## src/rtl/alu_instr_sequencer_pkg.sv

```systemverilog
// Shared types and processor instruction-field constants for the ALU program sequencer.
// Field positions describe the 16-bit instruction word driven onto ui_in/uio_in.
package alu_instr_sequencer_pkg;

    typedef enum logic [1:0] {
        ST_IDLE,
        ST_RUN,
        ST_DONE
    } state_t;

    localparam int OPC_LSB  = 0;
    localparam int OPC_MSB  = 2;
    localparam int FUNC_LSB = 3;
    localparam int FUNC_MSB = 6;
    localparam int REG2_LSB = 7;
    localparam int REG2_MSB = 9;
    localparam int REG1_LSB = 10;
    localparam int REG1_MSB = 12;
    localparam int REGW_LSB = 13;
    localparam int REGW_MSB = 15;

    localparam logic [2:0]  OPC_REGWRITE = 3'b011;
    localparam logic [15:0] INSTR_NOP    = 16'h0000;

    localparam int DEFAULT_DEPTH = 8;
    localparam int DEFAULT_HOLD  = 2;

endpackage

```

## src/rtl/alu_instr_sequencer_seq_slot_mem.sv

```systemverilog
// Slot store: register array with one write port and one registered read port.
// Read data appears one cycle after rd_en and falls back to IDLE_VAL when rd_en is low.
module seq_slot_mem #(
    parameter int               WIDTH    = 16,
    parameter int               DEPTH    = 8,
    parameter logic [WIDTH-1:0] IDLE_VAL = '0
) (
    input  logic                     clk,
    input  logic                     rst_n,
    input  logic                     wr_en,
    input  logic [$clog2(DEPTH)-1:0] wr_addr,
    input  logic [WIDTH-1:0]         wr_data,
    input  logic                     rd_en,
    input  logic [$clog2(DEPTH)-1:0] rd_addr,
    output logic [WIDTH-1:0]         rd_data
);

    logic [WIDTH-1:0] mem [DEPTH];

    // Contents are deliberately not reset; the owner tracks which slots are live.
    always_ff @(posedge clk) begin
        if (wr_en) begin
            mem[wr_addr] <= wr_data;
        end
    end

    always_ff @(posedge clk or negedge rst_n) begin
        if (!rst_n) begin
            rd_data <= IDLE_VAL;
        end else if (rd_en) begin
            rd_data <= mem[rd_addr];
        end else begin
            rd_data <= IDLE_VAL;
        end
    end

endmodule

```

## src/rtl/alu_instr_sequencer.sv

```systemverilog
// Loads a byte-stream program, issues each instruction for HOLD cycles and captures results.
// instr_out follows start by one cycle; results are read back one cycle after res_rd_en.
module alu_instr_sequencer
    import alu_instr_sequencer_pkg::*;
#(
    parameter int DEPTH = DEFAULT_DEPTH,
    parameter int HOLD  = DEFAULT_HOLD
) (
    input  logic                       clk,
    input  logic                       rst_n,
    input  logic                       cfg_wr_en,
    input  logic [7:0]                 cfg_wr_data,
    input  logic                       clr,
    input  logic                       start,
    output logic [15:0]                instr_out,
    output logic                       instr_valid,
    input  logic [7:0]                 res_in,
    input  logic                       zero_in,
    input  logic                       res_rd_en,
    output logic [8:0]                 res_rd_data,
    output logic                       res_rd_valid,
    output logic [$clog2(DEPTH):0]     prog_count,
    output logic                       busy,
    output logic                       done
);

    localparam int AW = $clog2(DEPTH);
    localparam int CW = AW + 1;
    localparam int HW = (HOLD > 1) ? $clog2(HOLD) : 1;
    localparam logic [HW-1:0] HOLD_LAST = HW'(HOLD - 1);
    localparam logic [CW-1:0] FULL      = CW'(DEPTH);

    state_t          state;
    logic [AW-1:0]   slot;
    logic [HW-1:0]   hold_cnt;
    logic            byte_hi;
    logic [7:0]      low_byte;
    logic [CW-1:0]   res_count;
    logic [CW-1:0]   rd_ptr;

    logic            ctl_ok;
    logic            do_clr;
    logic            do_start;
    logic            do_load;
    logic            prog_we;
    logic            last_hold;
    logic            last_slot;
    logic            issue;
    logic [AW-1:0]   issue_addr;
    logic            do_read;

    always_comb begin
        ctl_ok    = (state != ST_RUN);
        do_clr    = ctl_ok && clr;
        do_start  = ctl_ok && !clr && start;
        do_load   = (state == ST_IDLE) && !clr && !start && cfg_wr_en && (prog_count != FULL);
        prog_we   = do_load && byte_hi;
        last_hold = (state == ST_RUN) && (hold_cnt == HOLD_LAST);
        last_slot = ({1'b0, slot} == (prog_count - CW'(1)));
        do_read   = (state == ST_DONE) && !clr && !start && res_rd_en && (rd_ptr < res_count);

        // Select the slot that must be on instr_out next cycle, since the read port is registered.
        issue      = 1'b0;
        issue_addr = slot;
        if (do_start && (prog_count != '0)) begin
            issue      = 1'b1;
            issue_addr = '0;
        end else if (state == ST_RUN) begin
            if (!last_hold) begin
                issue      = 1'b1;
                issue_addr = slot;
            end else if (!last_slot) begin
                issue      = 1'b1;
                issue_addr = slot + AW'(1);
            end
        end
    end

    always_ff @(posedge clk or negedge rst_n) begin
        if (!rst_n) begin
            state        <= ST_IDLE;
            slot         <= '0;
            hold_cnt     <= '0;
            byte_hi      <= 1'b0;
            low_byte     <= '0;
            res_count    <= '0;
            rd_ptr       <= '0;
            prog_count   <= '0;
            instr_valid  <= 1'b0;
            res_rd_valid <= 1'b0;
            busy         <= 1'b0;
            done         <= 1'b0;
        end else begin
            instr_valid  <= issue;
            res_rd_valid <= do_read;
            if (do_clr) begin
                state      <= ST_IDLE;
                prog_count <= '0;
                byte_hi    <= 1'b0;
                slot       <= '0;
                hold_cnt   <= '0;
                res_count  <= '0;
                rd_ptr     <= '0;
                busy       <= 1'b0;
                done       <= 1'b0;
            end else if (do_start) begin
                byte_hi   <= 1'b0;
                slot      <= '0;
                hold_cnt  <= '0;
                res_count <= '0;
                rd_ptr    <= '0;
                if (prog_count == '0) begin
                    state <= ST_DONE;
                    busy  <= 1'b0;
                    done  <= 1'b1;
                end else begin
                    state <= ST_RUN;
                    busy  <= 1'b1;
                    done  <= 1'b0;
                end
            end else begin
                case (state)
                    ST_IDLE: begin
                        if (do_load) begin
                            if (byte_hi) begin
                                prog_count <= prog_count + CW'(1);
                                byte_hi    <= 1'b0;
                            end else begin
                                low_byte <= cfg_wr_data;
                                byte_hi  <= 1'b1;
                            end
                        end
                    end
                    ST_RUN: begin
                        if (last_hold) begin
                            hold_cnt  <= '0;
                            res_count <= res_count + CW'(1);
                            if (last_slot) begin
                                state <= ST_DONE;
                                busy  <= 1'b0;
                                done  <= 1'b1;
                            end else begin
                                slot <= slot + AW'(1);
                            end
                        end else begin
                            hold_cnt <= hold_cnt + HW'(1);
                        end
                    end
                    ST_DONE: begin
                        if (do_read) begin
                            rd_ptr <= rd_ptr + CW'(1);
                        end
                    end
                    default: begin
                        state <= ST_IDLE;
                    end
                endcase
            end
        end
    end

    seq_slot_mem #(
        .WIDTH    (16),
        .DEPTH    (DEPTH),
        .IDLE_VAL (INSTR_NOP)
    ) u_prog_mem (
        .clk     (clk),
        .rst_n   (rst_n),
        .wr_en   (prog_we),
        .wr_addr (prog_count[AW-1:0]),
        .wr_data ({cfg_wr_data, low_byte}),
        .rd_en   (issue),
        .rd_addr (issue_addr),
        .rd_data (instr_out)
    );

    seq_slot_mem #(
        .WIDTH    (9),
        .DEPTH    (DEPTH),
        .IDLE_VAL (9'h000)
    ) u_res_mem (
        .clk     (clk),
        .rst_n   (rst_n),
        .wr_en   (last_hold),
        .wr_addr (slot),
        .wr_data ({zero_in, res_in}),
        .rd_en   (do_read),
        .rd_addr (rd_ptr[AW-1:0]),
        .rd_data (res_rd_data)
    );

endmodule

```

## config.mk

```make
export PLATFORM = sky130hd
export DESIGN_NAME = alu_instr_sequencer
export DESIGN_NICKNAME = d
export VERILOG_FILES = /design/src/rtl/alu_instr_sequencer_pkg.sv /design/src/rtl/alu_instr_sequencer_seq_slot_mem.sv /design/src/rtl/alu_instr_sequencer.sv
export SDC_FILE = /design/constraint.sdc
export NUM_CORES = 1
export LEC_CHECK = 0
export ABC_CLOCK_PERIOD_IN_PS = 2700
export CORE_MARGIN = 2
export CORE_UTILIZATION = 54
export CTS_CLUSTER_DIAMETER = 60
export DETAILED_ROUTE_END_ITERATION = 10
export GPL_TIMING_DRIVEN = 0
export HOLD_SLACK_MARGIN = 0.1
export PLACE_DENSITY = 0.75
export SETUP_SLACK_MARGIN = 0.3
export SYNTH_ARGS = -nofsm -noshare
export SYNTH_HDL_FRONTEND = slang
export SYNTH_HIERARCHICAL = 1
export SYNTH_SLANG_ARGS = --single-unit
```

## constraint.sdc

```tcl
create_clock -name clk -period 2.7 [get_ports clk]
set_input_delay 0.54 -clock clk [delete_from_list [all_inputs] [get_ports clk]]
set_output_delay 0.54 -clock clk [all_outputs]
set_load 0.01 [all_outputs]
```

## Word level (Yosys, flattened, before mapping)

Memories as Yosys holds them, arrays and structs flattened.
Index checks and enable logic that the tools add are counted.

- Bits in registers: 56
- Memory bits (writable): 200
- Output and inout bits: 33
- Memories kept: 2

- Add/sub/neg operators: 6
- $lt $le $gt $ge: 1
- Eq/ne operators: 9
- Multiplexer cells: 56
- Bitwise logic cells: 3
- Reduce and logical (&&, ||, !) cells: 37

Memories:

| memory | words | width | read ports | clocked after memory_dff | wr ports | RTL line | text |
|---|---|---|---|---|---|---|---|
| u_prog_mem.mem | 8 | 16 | 1 | 0 | 1 | alu_instr_sequencer_seq_slot_mem.sv:18 | `logic [WIDTH-1:0] mem [DEPTH];` |
| u_res_mem.mem | 8 | 9 | 1 | 0 | 1 | alu_instr_sequencer_seq_slot_mem.sv:18 |  |

Operators with widths:

| cell | number |
|---|---|
| 4-bit two-way mux | 13 |
| 1-bit two-way mux | 29 |
| 3-bit nonzero test | 7 |
| 3-bit two-way mux | 6 |
| 16-bit two-way mux | 1 |
| 1-bit logical AND | 14 |
| 4-bit by 1-bit adder with 4-bit output (second input constant) | 3 |
| 4-bit inequality test (second input constant) | 3 |
| 2-bit two-way mux | 5 |
| 9-bit two-way mux | 1 |
| 2-bit AND reduction | 3 |
| 3-bit AND reduction | 2 |
| 2-bit nonzero test | 3 |
| 5-bit AND reduction | 1 |
| 3-bit by 4-bit equality test with 1-bit output | 1 |
| 4-bit logical NOT | 1 |
| 4-bit less-than comparator | 1 |
| 2-bit case mux with 2 select lines | 1 |
| 4-bit AND reduction | 1 |
| 4-bit nonzero test | 1 |
| 4-bit by 1-bit subtractor with 4-bit output (second input constant) | 1 |
| 3-bit by 1-bit adder with 3-bit output (second input constant) | 1 |
| 3-bit by 1-bit inequality test with 1-bit output (second input constant) | 1 |
| 1-bit inverter | 3 |
| 8 further kinds | 9 |

## Longest topological paths before layout

Gate-level depths: netlist of run 1.

- Depth in word-level cells: 9
- Depth in mapped cells: 13
- Mapped depth without buffers: 10

## By module

Netlist of run 1, hierarchy kept.

By module, submodules not included:

| module | instances | cells each | area an instance (um^2) | seq. area each (um^2) |
|---|---|---|---|---|
| seq_slot_mem (u_prog_mem) | 1 | 267 | 5505.3 | 4244.1 |
| seq_slot_mem (u_res_mem) | 1 | 136 | 3065.4 | 2387.3 |
| alu_instr_sequencer | 1 | 153 | 1657.8 | 775.7 |

## Worst setup path after synthesis of run 1

Ideal clock, no wire load.

- Path type: reg2reg
- Start: register prog_count[0]
- End: memory u_prog_mem.mem[0][0], enable pin
- Setup time: 0.409 ns
- Arrival: 2.541 ns
- Path slack: -0.250 ns
- Cell stages (with the launch flop): 9
- Buffers on the path: 2
- Period minus slack after synthesis: 2.950 ns
- Cells stage by stage: dfrtp_1 buf_4 inv_1 ha_1 nand3b_1 and4_2 buf_6 nand2b_1 nor3_1

- Word-level cells in the longest chain between the ends: 5

RTL lines:

| element | RTL line | text |
|---|---|---|
| from (decl) | alu_instr_sequencer.sv:22 | `output logic [$clog2(DEPTH):0] prog_count,` |
| from (signal assigned) | alu_instr_sequencer.sv:126 | `prog_count <= prog_count + CW'(1);` |
| 4-bit inequality test | alu_instr_sequencer.sv:56 | `do_load = (state == ST_IDLE) && !clr && !start && cfg_wr_en && (prog_count != FULL);` |
| 1-bit logical AND | alu_instr_sequencer.sv:56 |  |
| 1-bit logical AND | alu_instr_sequencer.sv:57 | `prog_we = do_load && byte_hi;` |
| named net prog_we | alu_instr_sequencer.sv:45 | `logic prog_we;` |
| 1-bit two-way mux | alu_instr_sequencer_seq_slot_mem.sv:22 | `if (wr_en) begin` |
| 1-bit two-way mux (implied by the code) | alu_instr_sequencer_seq_slot_mem.sv:23 | `mem[wr_addr] <= wr_data;` |
| to (decl) | alu_instr_sequencer_seq_slot_mem.sv:18 |  |

The timed path passes the listed nets, and every way through them passes these cells.

## Final worst setup path of run 1

- Start: register prog_count[0]
- End: register u_prog_mem.rd_data[7]

- Word-level cells in the longest chain between the ends: 8

RTL lines:

| element | RTL line | text |
|---|---|---|
| 4-bit by 1-bit subtractor with 4-bit output | alu_instr_sequencer.sv:59 | `last_slot = ({1'b0, slot} == (prog_count - CW'(1)));` |
| 3-bit by 4-bit equality test with 1-bit output | alu_instr_sequencer.sv:59 |  |
| 3-bit two-way mux (2 in series) | n/a |  |
| 3-bit two-way mux | alu_instr_sequencer.sv:68 | `end else if (state == ST_RUN) begin` |
| 3-bit two-way mux (*) | alu_instr_sequencer.sv:65 | `if (do_start && (prog_count != '0)) begin` |
| named net issue_addr[1] | alu_instr_sequencer.sv:49 | `logic [AW-1:0] issue_addr;` |
| memory 8 x 16 bit (*) | n/a |  |
| 16-bit two-way mux (*) | alu_instr_sequencer_seq_slot_mem.sv:30 | `end else if (rd_en) begin` |
| to (signal assigned) | alu_instr_sequencer_seq_slot_mem.sv:31 | `rd_data <= mem[rd_addr];` |
| to (decl) | alu_instr_sequencer_seq_slot_mem.sv:15 | `output logic [WIDTH-1:0] rd_data` |

The timed path passes the listed nets; every way through them passes the cells marked *.
A chain may end at the register's enable or synchronous reset.

==> results of run 1 <==
[cell usage in the layout, fill, tap and decap left out, types with 7 or more instances in the layout]
cell	n
nand2b_1	7
mux4_1	13
buf_6	12
clkbuf_16	28
mux4_2	21
a221oi_2	13
mux2_4	8
edfxtp_1	200
buf_12	13
nor2_1	28
inv_2	12
nor2_4	7
a21oi_1	7
mux2i_1	27
clkinv_2	7
inv_1	10
mux2_2	16
clkdlybuf4s50_1	53
nand2_1	12
ha_1	8
o21ai_1	13
o21ai_0	9
dfrtp_1	54
buf_4	20
[layout make-up]
class | instances | area, µm²
multi-input cells | 253 | 2760
plain buffers | 22 | 268
repair buffers | 90 | 988
inverters | 25 | 96.3
clock buffers | 37 | 753
clock inverters | 11 | 53.8
well taps | 234 | 293
flip-flops and latches | 256 | 7410
fillers | 1189 | 6020
[per-stage QoR]
step	utilization	cell area, µm²	cells	TNS [ns]
finish	0.677	12600	928	-1.41
global route	0.677	12600	928	-3.59
CTS	0.671	12500	925	-1.48
detailed placement	0.603	11200	848	-84.14
global placement	0.598	11100	845	-154.34
floorplan	-	10300	556	-0.415
[worst max-delay path, stage by stage, from the launching register on]
cell      delay (ns)
dfrtp_2         0.37
buf_6           0.11
inv_4           0.04
ha_4            0.16
xor2_4          0.18
or3_4           0.36
a22oi_2         0.20
mux2i_2         0.28
nor2_2          0.08
buf_6           0.17
buf_12          0.15
mux4_2          0.34
inv_2           0.04
a221oi_2        0.22
[flip-flops by register name, indices dropped and copies added (netlist names)]
name / count
busy: 1
byte_hi: 1
done: 1
hold_cnt: 1
instr_valid: 1
low_byte: 8
prog_count: 4
rd_ptr: 4
res_count: 4
res_rd_valid: 1
slot: 3
state: 2
u_prog_mem/mem: 128
u_prog_mem/rd_data: 16
u_res_mem/mem: 72
u_res_mem/rd_data: 9
[worst paths after layout]
kind | slack [ns] | start | cells past startpoint | endpoint
worst max-delay path | -0.12 | prog_count[0] | 13 | u_prog_mem/rd_data[7]
worst min-delay path | 0.50 | clr | 2 | state[1]
worst max register to register | -0.12 | prog_count[0] | 13 | u_prog_mem/rd_data[7]
worst min register to register | 0.52 | done | 2 | done
max in group asynchronous | 1.43 | rst_n | 3 | prog_count[1]
min in group asynchronous | 0.63 | rst_n | 2 | u_prog_mem/rd_data[8]
[power by group]
group	internal (mW)	switching, mW
combinational	0.0819	0.0780
clock	1.93	1.41
sequential	4.34	0.0669
total	6.36	1.55
[what timing repair did]
item,in CTS,in global routing
setup endpoints to repair,127,55
pin swaps,19,8
resized for setup,44,31
buffers inserted,26,3
cloned,2,0
endpoints found under the hold margin,4,0
hold buffers,1,0
[metal layers]
layer	track usage	vias up	share of wire
met5	0	-	0
met1	0.280	2777	0.41
met4	0.0642	0	0.022
li1	-	2414	-
met2	0.368	140	0.52
met3	0.0314	42	0.047
[kinds of logic after synthesis]
group | synth area share
buf+inv | 0.0303
simple gates | 0.0440
compound gates | 0.0435
flops | 0.724
fa+ha+maj | 0.0110
xor+xnor | 0.00942
mux | 0.137
==> flow_summary.ini, run 1 <==
[status]
status = finished, violations left
violations = setup timing

[logic_synthesis]
synth_warnings = 6
synth_ff_type = edfxtp_1
yosys.area.top_type = edfxtp_1
syn_area_um2 = 10200
ys_seq_area_frac = 0.724
avgSynthCellArea_um2 = 18.4
async_flop_share = 0.219
yosysTopAreaCellShare = 0.587
syn_inst = 556
syn-num-nets = 588
synth.most_common_cell = edfxtp_1
synthTopCellsByCount = edfxtp_1 (200), dfrtp_1 (56), nor2_1 (38)
synth_edf_count = 200
ys_seq_elements = 256
ys_top_cells_by_area = edfxtp_1 (59%), dfrtp_1 (14%), mux4_1 (4.1%), mux4_2 (4.0%), mux2i_1 (2.7%)
yosysUniqueCellTypes = 53

[floorplanning]
die_area_um2 = 20100
core_area_um2 = 18600
rows = 50
ios = 56
dieWidth_um = 142
die_y_um = 142
start_util = 0.549

[timing]
period_share = 1.04
max_freq_ghz = 0.355
fin_skew_ns = 0.00783
worst_pin_slew_ns = 0.989
holdWs_ns = 0.500
setup_ws_ns = -0.116
rsz0062_at_grt = yes
maxSlewViolCount = 0
period_needed_ns = 2.82
setup_viol = 16
hold_viol_final = 0
maxSlewHeadroom = 0.338

[finish]
fin_nets = 706
antenna_cells = 0
areaGrowthSynthToFinish_pct = 23.4
drive_above_1_share = 0.300

[worst_setup_path]
endpoint_kind = flop
crit_arrival_ns = 3.23
cp.required_ns = 3.11
crit_path_max_fanout = 6
critPathLaunchType = flop
critical_path_class = reg -> reg

[detailed_routing]
vias = 5373
initialDrtViolationCount = 299
firstDrtPassIters = 4
drc_errors = 0
drtAntennaViolNets = 0
drt_wl_total_um = 20700
via_per_inst = 5.79
wl_per_cell_um = 22.3

[clock_tree]
clock-sinks = 256
clock_path_buffers = 3
cts_tree = done
cts-root-buf = clkbuf_16
path_clk_slew_ns = 0.06
cts_inserted_buffers = 26
clock_latency_ns = 0.51
cts_max_level = 1

[pwr]
ir_worst_vdd_uv = 564
p_total_mw = 7.91
p_leak_nw = 4.39
powerDensity_nw_per_um2 = 627

[global_route]
grt_start_max_net_pins = 32
grt_pass1_wl_um = 32000
overflow = 0
grt_pass1_vias = 5686
grt_util_all_layers = 0.212
antenna_found_initial = 0

[min_path]
hold_class = in -> reg

[place]
port_buffers = 55
pre_cts_ws_ns = -0.774
gp_congestion = 0.835
hpwl_um = 12100

[flow_run]
drv_cap = 0
No activity file was read; power rests on OpenSTA's default activity.
==> run 2: changes to the inputs <==
--- a/config.mk
+++ b/config.mk
@@ -5,16 +5,17 @@
 export SDC_FILE = /design/constraint.sdc
 export NUM_CORES = 1
 export LEC_CHECK = 0
-export ABC_CLOCK_PERIOD_IN_PS = 2700
+export ABC_CLOCK_PERIOD_IN_PS = 3000
+export CELL_PAD_IN_SITES_DETAIL_PLACEMENT = 2
+export CELL_PAD_IN_SITES_GLOBAL_PLACEMENT = 2
 export CORE_MARGIN = 2
-export CORE_UTILIZATION = 54
+export CORE_UTILIZATION = 44
 export CTS_CLUSTER_DIAMETER = 60
 export DETAILED_ROUTE_END_ITERATION = 10
 export GPL_TIMING_DRIVEN = 0
 export HOLD_SLACK_MARGIN = 0.1
-export PLACE_DENSITY = 0.75
+export PLACE_DENSITY = 0.79
 export SETUP_SLACK_MARGIN = 0.3
 export SYNTH_ARGS = -nofsm -noshare
 export SYNTH_HDL_FRONTEND = slang
-export SYNTH_HIERARCHICAL = 1
 export SYNTH_SLANG_ARGS = --single-unit
==> constraint.sdc (replaced) <==
create_clock -name clk -period 3 [get_ports clk]
set_input_delay 0.6 -clock clk [delete_from_list [all_inputs] [get_ports clk]]
set_output_delay 0.6 -clock clk [all_outputs]
set_load 0.01 [all_outputs]
==> flow_summary.ini, run 2 <==
[worst_setup_path]
cp.required_ns = 3.46
critPathLaunchType = flop
critical_path_class = reg -> reg
crit_path_max_fanout = 10
crit_arrival_ns = 3.44
endpoint_kind = flop

[detailed_routing]
wl_per_cell_um = 37.2
drt_wl_total_um = 47100
initialDrtViolationCount = 805
met2WireLength_um = 23900
drc_errors = 0
firstDrtPassIters = 5
drtAntennaViolNets = 0
highest_layer = met4
vias = 8421
route.met3.wl_um = 2620
wl_met1_um = 16900
via_per_inst = 6.66

[place]
pre_cts_ws_ns = -0.657
port_buffers = 55
place_area_um2 = 12300
hpwl_um = 23300
gp_congestion = 0.811

[pwr]
ir_worst_vdd_uv = 595
swShare = 0.231
comb_power_share = 0.020
p_leak_nw = 5.11
powerDensity_nw_per_um2 = 531
p_total_mw = 7.79
clkPwrFrac = 0.464
power_switching_mw = 1.80
sequentialPowerShare = 0.516
internal-power_mw = 5.99

[clock_tree]
clock_latency_ns = 0.57
cts_hold_buf = 0
cts_inserted_buffers = 29
clock_path_buffers = 3
cts-root-buf = clkbuf_16
clock-sinks = 256
cts_tree = done
path_clk_slew_ns = 0.08
cts_max_level = 1

[finish]
final_cell_mix = edfxtp_1 (200), dfrtp_1 (56), clkdlybuf4s50_1 (54)
final_common_cell = edfxtp_1
n_fill_cell = 2145
final_area_um2 = 14700
drive_above_1_share = 0.320
largest_reg_flops = 128
fin_nets = 944
largestRegisters = u_prog_mem.mem (128), u_res_mem.mem (72), u_prog_mem.rd_data (16)
top_register = u_prog_mem.mem
antenna_cells = 0
areaGrowthSynthToFinish_pct = 31.2

[logic_synthesis]
synth_ff_type = edfxtp_1
ys_seq_elements = 256
syn_area_um2 = 11200
yosysTopAreaCellShare = 0.538
synth_edf_count = 200
yosys.area.top_type = edfxtp_1
syn_inst = 765
ys_top_cells_by_area = edfxtp_1 (54%), dfrtp_1 (13%), mux4_2 (3.6%), mux2i_1 (2.7%), o221ai_1 (2.5%)
yosysUniqueCellTypes = 58
synth_warnings = 0
avgSynthCellArea_um2 = 14.6
ys_seq_area_frac = 0.663
async_flop_share = 0.219
synthTopCellsByCount = edfxtp_1 (200), dfrtp_1 (56), nor2_1 (52)
synth.most_common_cell = edfxtp_1
syn-num-nets = 797

[timing]
period_needed_ns = 2.98
hold_viol_final = 0
worst_pin_slew_ns = 1.15
maxSlewHeadroom = 0.230
rsz0062_at_grt = yes
period_share = 0.993
fin_skew_ns = 0.0360
setup_ws_ns = 0.0224
max_freq_ghz = 0.336
maxSlewViolCount = 0
setup_viol = 0

[floorplanning]
dieWidth_um = 163
rows = 58
ios = 56
die_y_um = 163
core_area_um2 = 25000
die_area_um2 = 26700
start_util = 0.446

[status]
status = completed

[global_route]
grt_start_max_net_pins = 57
grt_pass1_wl_um = 63600
overflow = 0
grt_util_all_layers = 0.329
grt_pass1_vias = 9194
antenna_found_initial = 0

[min_path]
hold_class = in -> async

[flow_run]
drv_cap = 0
==> run 2: cell count changes after synthesis, moves of 17 or more <==
cell,previous run,this run
a22oi_1,0,17
clkbuf_1,2,35
nand2_1,13,50
nand3_1,5,34
o21ai_0,23,6
o221ai_1,0,32
==> run 2: stage by stage <==
stage / setup TNS (ns) / instances / util / hold slack [ns]
floorplan: 0 / 765 / - / 0.304
global placement: -114.19 / 1150 / 0.491 / 0.469
global route: -0.0130 / 1265 / 0.586 / 0.212
CTS: 0 / 1251 / 0.572 / 0.182
detailed placement: -77.90 / 1153 / 0.493 / 0.494
finish: 0 / 1265 / 0.586 / 0.169
==> run 2: final cells by class <==
class | instances | area [µm²] | share of cell area
sequential | 256 | 7410 | 0.505
multi-input combinational | 442 | 4230 | 0.289
timing repair buffer | 116 | 1210 | 0.0826
clock buffer | 43 | 798 | 0.0545
buffer | 55 | 429 | 0.0293
tap | 330 | 413 | 0.0282
clock inverter | 11 | 111 | 0.00760
inverter | 12 | 58.8 | 0.00401
==> run 2: kinds of logic after synthesis <==
group / Yosys count / share of synthesized area
fa+ha+maj: 9 / 0.0101
compound gates: 157 / 0.120
flops: 256 / 0.663
mux: 74 / 0.0899
xor+xnor: 12 / 0.0109
buf+inv: 67 / 0.0255
simple gates: 190 / 0.0810
==> run 2: metal layers <==
metal / up-vias / global-route usage
met1: 4345 / 0.380
met5: - / 0
met3: 214 / 0.0460
met2: 535 / 0.593
met4: 0 / 0.171
li1: 3327 / -
==> run 2: power by group through the flow <==
stage	sequential [mW]	clock (mW)	combinational, mW
floorplan	4.04	0	0.0424
CTS	4.01	3.50	0.142
global placement	4.07	0	0.126
finish	4.02	3.61	0.158
global route	4.02	3.72	0.165
detailed placement	4.08	0	0.137
==> run 2: worst max-delay path, stage by stage (launching register included) <==
cell and delay (ns):
dfrtp_1 0.45, clkbuf_2 0.34, and4b_1 0.25, clkbuf_2 0.36, buf_2 0.40, nand2_1 0.17, mux2_2 0.32, nand3_1 0.18
o221ai_1 0.17, o221ai_2 0.22
==> run 2: what timing repair did <==
action                     CTS  global route
buffers inserted            43            13
setup endpoints to repair  191           173
gates resized for setup    135            53
gates cloned                 1             1
pin swaps                   41            30
==> run 2: worst paths after layout <==
| check | start | end | slack, ns | cells after the start |
|---|---|---|---|---|
| worst max-delay path | slot[0] | u_prog_mem.rd_data[4] | 0.02 | 9 |
| worst min-delay path | rst_n | rd_ptr[1] | 0.17 | 1 |
| worst max register to register | slot[0] | u_prog_mem.rd_data[4] | 0.02 | 9 |
| worst min register to register | busy | busy | 0.50 | 1 |
| max in group asynchronous | rst_n | u_res_mem.rd_data[0] | 2.24 | 1 |
| min in group clk | busy | busy | 0.50 | 1 |
